File: src/rtl/frame_tick_timer.sv
// frame_tick_timer
// Programmable frame-rate tick generator. A down-counter reloads from a
// shadow period register and emits a registered one-cycle tick each time it
// expires, either periodically or once (one-shot). Ticks are counted in a
// wrapping frame counter. Period writes land in the shadow and take effect at
// the next reload (tick, start or stop); a write coincident with a reload is
// bypassed straight into the counter.
module frame_tick_timer #(
    parameter int          CNT_W      = 32,
    parameter int          FRAME_W    = 16,
    parameter int unsigned DEF_PERIOD = 833332,
    parameter bit          AUTOSTART  = 1'b1
) (
    input  logic               clk,
    input  logic               resetn,
    input  logic               enable,
    input  logic               start,
    input  logic               stop,
    input  logic               oneshot,
    input  logic [CNT_W-1:0]   period_in,
    input  logic               period_load,
    input  logic               frame_clr,
    output logic               tick,
    output logic [FRAME_W-1:0] frame_cnt,
    output logic               busy
);

    localparam logic [CNT_W-1:0] DEF_CNT = CNT_W'(DEF_PERIOD);

    typedef enum logic [1:0] {
        IDLE = 2'd0,
        RUN  = 2'd1,
        DONE = 2'd2
    } state_t;

    state_t             state_q, state_d;
    logic [CNT_W-1:0]   cnt_q, cnt_d;
    logic [CNT_W-1:0]   shadow_q, shadow_d;
    logic [CNT_W-1:0]   reload_val;
    logic               tick_q, tick_d;
    logic [FRAME_W-1:0] frame_q, frame_d;
    logic               os_q, os_d;

    // A reload in the same cycle as a period write takes the new value.
    assign reload_val = period_load ? period_in : shadow_q;

    // Next-state, counter, tick and frame-count decisions.
    always_comb begin
        state_d  = state_q;
        cnt_d    = cnt_q;
        shadow_d = period_load ? period_in : shadow_q;
        tick_d   = 1'b0;
        frame_d  = frame_q;
        os_d     = os_q;

        if (stop) begin
            // Stop has priority over start, and suppresses any pending tick.
            state_d = IDLE;
            cnt_d   = reload_val;
        end else if (start) begin
            // Restart discards whatever remains of the current period.
            state_d = RUN;
            cnt_d   = reload_val;
            os_d    = oneshot;
        end else begin
            case (state_q)
                IDLE: begin
                    // Keep the counter primed with the shadow while parked.
                    cnt_d = reload_val;
                end
                RUN: begin
                    if (enable) begin
                        if (cnt_q == '0) begin
                            tick_d  = 1'b1;
                            cnt_d   = reload_val;
                            frame_d = frame_q + FRAME_W'(1);
                            os_d    = oneshot;
                            if (os_q) begin
                                state_d = DONE;
                            end
                        end else begin
                            cnt_d = cnt_q - CNT_W'(1);
                        end
                    end
                end
                DONE: begin
                    // One-shot finished; wait for start or stop.
                end
                default: begin
                    state_d = IDLE;
                end
            endcase
        end

        // Clear beats a coincident increment; the tick itself still fires.
        if (frame_clr) begin
            frame_d = '0;
        end
    end

    // State and datapath registers with asynchronous active-low reset.
    always_ff @(posedge clk or negedge resetn) begin
        if (!resetn) begin
            state_q  <= AUTOSTART ? RUN : IDLE;
            cnt_q    <= DEF_CNT;
            shadow_q <= DEF_CNT;
            tick_q   <= 1'b0;
            frame_q  <= '0;
            os_q     <= 1'b0;
        end else begin
            state_q  <= state_d;
            cnt_q    <= cnt_d;
            shadow_q <= shadow_d;
            tick_q   <= tick_d;
            frame_q  <= frame_d;
            os_q     <= os_d;
        end
    end

    assign tick      = tick_q;
    assign frame_cnt = frame_q;
    assign busy      = (state_q == RUN);

endmodule

File: config.mk
export PLATFORM = sky130hd
export DESIGN_NAME = frame_tick_timer
export DESIGN_NICKNAME = d
export VERILOG_FILES = /design/src/rtl/frame_tick_timer.sv
export SDC_FILE = /design/constraint.sdc
export NUM_CORES = 1
export LEC_CHECK = 0
export ABC_AREA = 0
export CELL_PAD_IN_SITES_DETAIL_PLACEMENT = 1
export CELL_PAD_IN_SITES_GLOBAL_PLACEMENT = 2
export CORE_MARGIN = 2
export CORE_UTILIZATION = 36
export DETAILED_ROUTE_END_ITERATION = 6
export MAX_ROUTING_LAYER = met4
export PLACE_DENSITY_LB_ADDON = 0.15
export SYNTH_ARGS = -nofsm -noshare
export SYNTH_HDL_FRONTEND = slang
export SYNTH_SLANG_ARGS = --single-unit
File: constraint.sdc
create_clock -name clk -period 3.15 [get_ports clk]
set_clock_uncertainty 0.2 [all_clocks]
set_input_delay 0.63 -clock clk [delete_from_list [all_inputs] [get_ports clk]]
set_output_delay 0.63 -clock clk [all_outputs]
set_load 0.02 [all_outputs]
==> run summary <==
status: complete, no violations
Die Y-Extent: 117 um
Horiz. Die Dim: 117 um
core area: 0.0125 mm^2
Internal Power: 1.96 mW
RR Startpoint: cnt_q[0]$_DFFE_PN0P_
Worst Path Buf+Inv: 2
logic gate share of total power: 15.3%
cts hold-fix bufs: 0
latest clock arrival within the worst-skew pair: 0.35 ns
post-DP HPWL: 8.95 mm
first-pass GRT wire length: 21.0 mm
slew margin rel.: 58.5%
CTS tree: yes
Worst Tran Pin Value: 0.617 ns
R2R setup slack: 0.25 ns
CTS Buf Count: 9
clock sinks: 84
Final WS setup: 0.251 ns
Syn-to-layout area delta: 25.2%
setup TNS: 0 ns
VDD IR max: 0.000212 V
row cnt: 41
share of flip-flops with an asynchronous set or reset: 100%
sequential area share after synthesis: 46.4%
final design utilization: 45.9%
final hold violation count: 0
crit start category: register
Synth Instances: 447
Clock transition at path regs: 0.06 ns
Reg power frac: 49.2%
largest cells by area after synthesis: dfrtp_1 (33%), dfstp_2 (13%), mux2_2 (8.8%), a21oi_1 (3.5%), or4_1 (3.4%)
TritonRoute pass-1 iters: 4
Reg2Reg Depth: 8
Buffers on Ports: 57
max-cap viol count: 0
largest net degree at the start of global routing: 55
Starting DRT DRC Count: 189
Placement Setup Slack: 0.165 ns
max-slew violations: 0
fmax: 345 MHz
clk root buf: clkbuf_16
Initial Utilization: 36.7%
most instantiated library cell after synthesis: dfrtp_1
Crit path max-delay family: simple AND/OR/NAND/NOR gates
Mapped Area: 0.00459 mm^2
Crit path largest cell delay: 0.54 ns
min-delay worst type: primary input to asynchronous set/reset pin
final wirelength: 12.5 mm
dominant synthesized flop cell: dfrtp_1
cell taking the most area after synthesis: dfrtp_1
share of cells above drive strength 1: 21.6%
WS Path Type: register to register
Switching Share: 26.8%
Post-CTS Repair Setup Buffers: 0
post-synth top area share: 33.2%
initial antenna violation count: 0
fin nets: 552
Leak: 2.14 nW
biggest fanout along the worst timing path: 30
Post-synth top cells: dfrtp_1 (61), mux2_2 (36), a21oi_1 (32)
vias in the first global route: 3,990
Final Cycle Share: 92.0%
antenna violation net count after detailed routing: 0
Antenna diodes: 0
Required @ worst endpoint: 3.22 ns
post-synthesis area per instance: 10.3 um^2
DIE AREA: 0.0137 mm^2
total grt overflow: 0
clk buf depth: 2
Routed WL per cell: 18.2 um
Post-synth EDFFs: 0
# IOs: 58
placed instance count: 670
CP max-delay cell: or4_1
Worst Path Arrival: 2.97 ns
Via Count: 3,875
H-tree depth: 3
routability congestion estimate from global placement: 0.863
sw power: 0.720 mW
crit end category: register
Synth warnings: 0
Period minus WS final: 2.90 ns
syn nets: 490
post-CTS resize count: 0
Finished Layout Cells: 686
Clock Power Share: 35.5%
drt drc: 0
final setup vio count: 0
worst path cell trace: inv_1 -> ha_1 -> nor3b_1 -> and4_1 -> nand4_1 -> buf_4 -> or4_1 -> a21oi_1
power density cells: 466 mW/mm^2
Avg Vias per Cell: 5.65
GRT Util Overall: 20.5%
Critical R2R Capture: frame_cnt[8]$_DFFE_PN0P_
post-synth cell types: 62
synthesized flop and latch total: 84
filler instances: 1,424
RSZ-0062 raised after global routing: false
-- metal layers --
layer	wire [um]	GRT usage [%]
met4	204	7.14
met1	5910	26.9
met3	398	3.14
met5	0	-
met2	5980	32.7
-- registers in the layout, summed over array words and instances, names as in the netlist --
signal / flops
cnt_q: 32
os_q: 1
shadow_q: 32
frame_cnt: 16
tick: 1
state_q: 2
-- cells in the final DEF (no fill, tap or decap), types with 5 or more instances in the layout --
master | netlist | routed
nand3_1 | 28 | 28
o2bb2a_1 | 5 | 5
nor2b_1 | 5 | 5
nor3_1 | 17 | 17
nor2_1 | 23 | 23
buf_4 | 2 | 20
dfstp_2 | 23 | 23
or4_1 | 21 | 21
o31ai_1 | 11 | 11
o21ai_0 | 9 | 9
mux2i_1 | 10 | 10
a21oi_1 | 32 | 32
clkbuf_16 | 0 | 9
o22a_1 | 5 | 5
dfrtp_1 | 61 | 61
nand4_1 | 9 | 9
nand2_1 | 24 | 24
or3_1 | 5 | 5
and3_1 | 10 | 10
clkbuf_1 | 16 | 7
mux2_2 | 36 | 36
clkdlybuf4s50_1 | 0 | 56
inv_1 | 8 | 8
nor4_1 | 11 | 11
-- cell type report --
type	instances	area, um^2	share of cell area [%]
clock buffer	16	251	4.37
inverter	8	30.0	0.522
multi-input combinational	326	2330	40.6
sequential	84	2130	37.1
tap	172	215	3.74
timing repair buffer	80	791	13.8
-- stage by stage --
stage	hold WS (ns)	power (mW)	instance area, um^2
after floorplan	0.134	1.56	4590
after global placement	0.282	1.73	5500
after detailed placement	0.287	1.76	5500
after CTS	0.0317	2.72	5750
after global routing	0.0404	2.82	5750
final	0.0193	2.68	5750
-- cell families (layout without fill, tap and decap cells) --
family,count (synthesis),in the layout,share of synthesized area (%)
mux,47,47,11.3
buf+inv,37,104,3.43
flops,84,84,46.4
simple gates,175,175,22.3
fa+ha+maj,3,3,0.817
compound gates,100,100,15.6
xor+xnor,1,1,0.191
-- power by group through the flow --
| stage | clock network (mW) | registers, mW | logic, mW |
|---|---|---|---|
| after global routing | 1.02 | 1.34 | 0.456 |
| after CTS | 0.985 | 1.32 | 0.419 |
| after global placement | 0 | 1.33 | 0.403 |
| after floorplan | 0 | 1.30 | 0.262 |
| after detailed placement | 0 | 1.34 | 0.417 |
| final | 0.952 | 1.32 | 0.410 |
-- how the worst max path moves through the flow --
stage                           startpoint  cells past startpoint                        to
floorplan           state_q[0]$_DFFE_PN1P_                      7     cnt_q[22]$_DFFE_PN0P_
global placement                     start                      7  frame_cnt[5]$_DFFE_PN0P_
detailed placement                   start                      7  frame_cnt[8]$_DFFE_PN0P_
CTS                  cnt_q[23]$_DFFE_PN0P_                      6      cnt_q[2]$_DFFE_PN1P_
global route          cnt_q[0]$_DFFE_PN0P_                      8  frame_cnt[8]$_DFFE_PN0P_
finish                cnt_q[0]$_DFFE_PN0P_                      8  frame_cnt[8]$_DFFE_PN0P_
(Power assumes the default switching activity.)
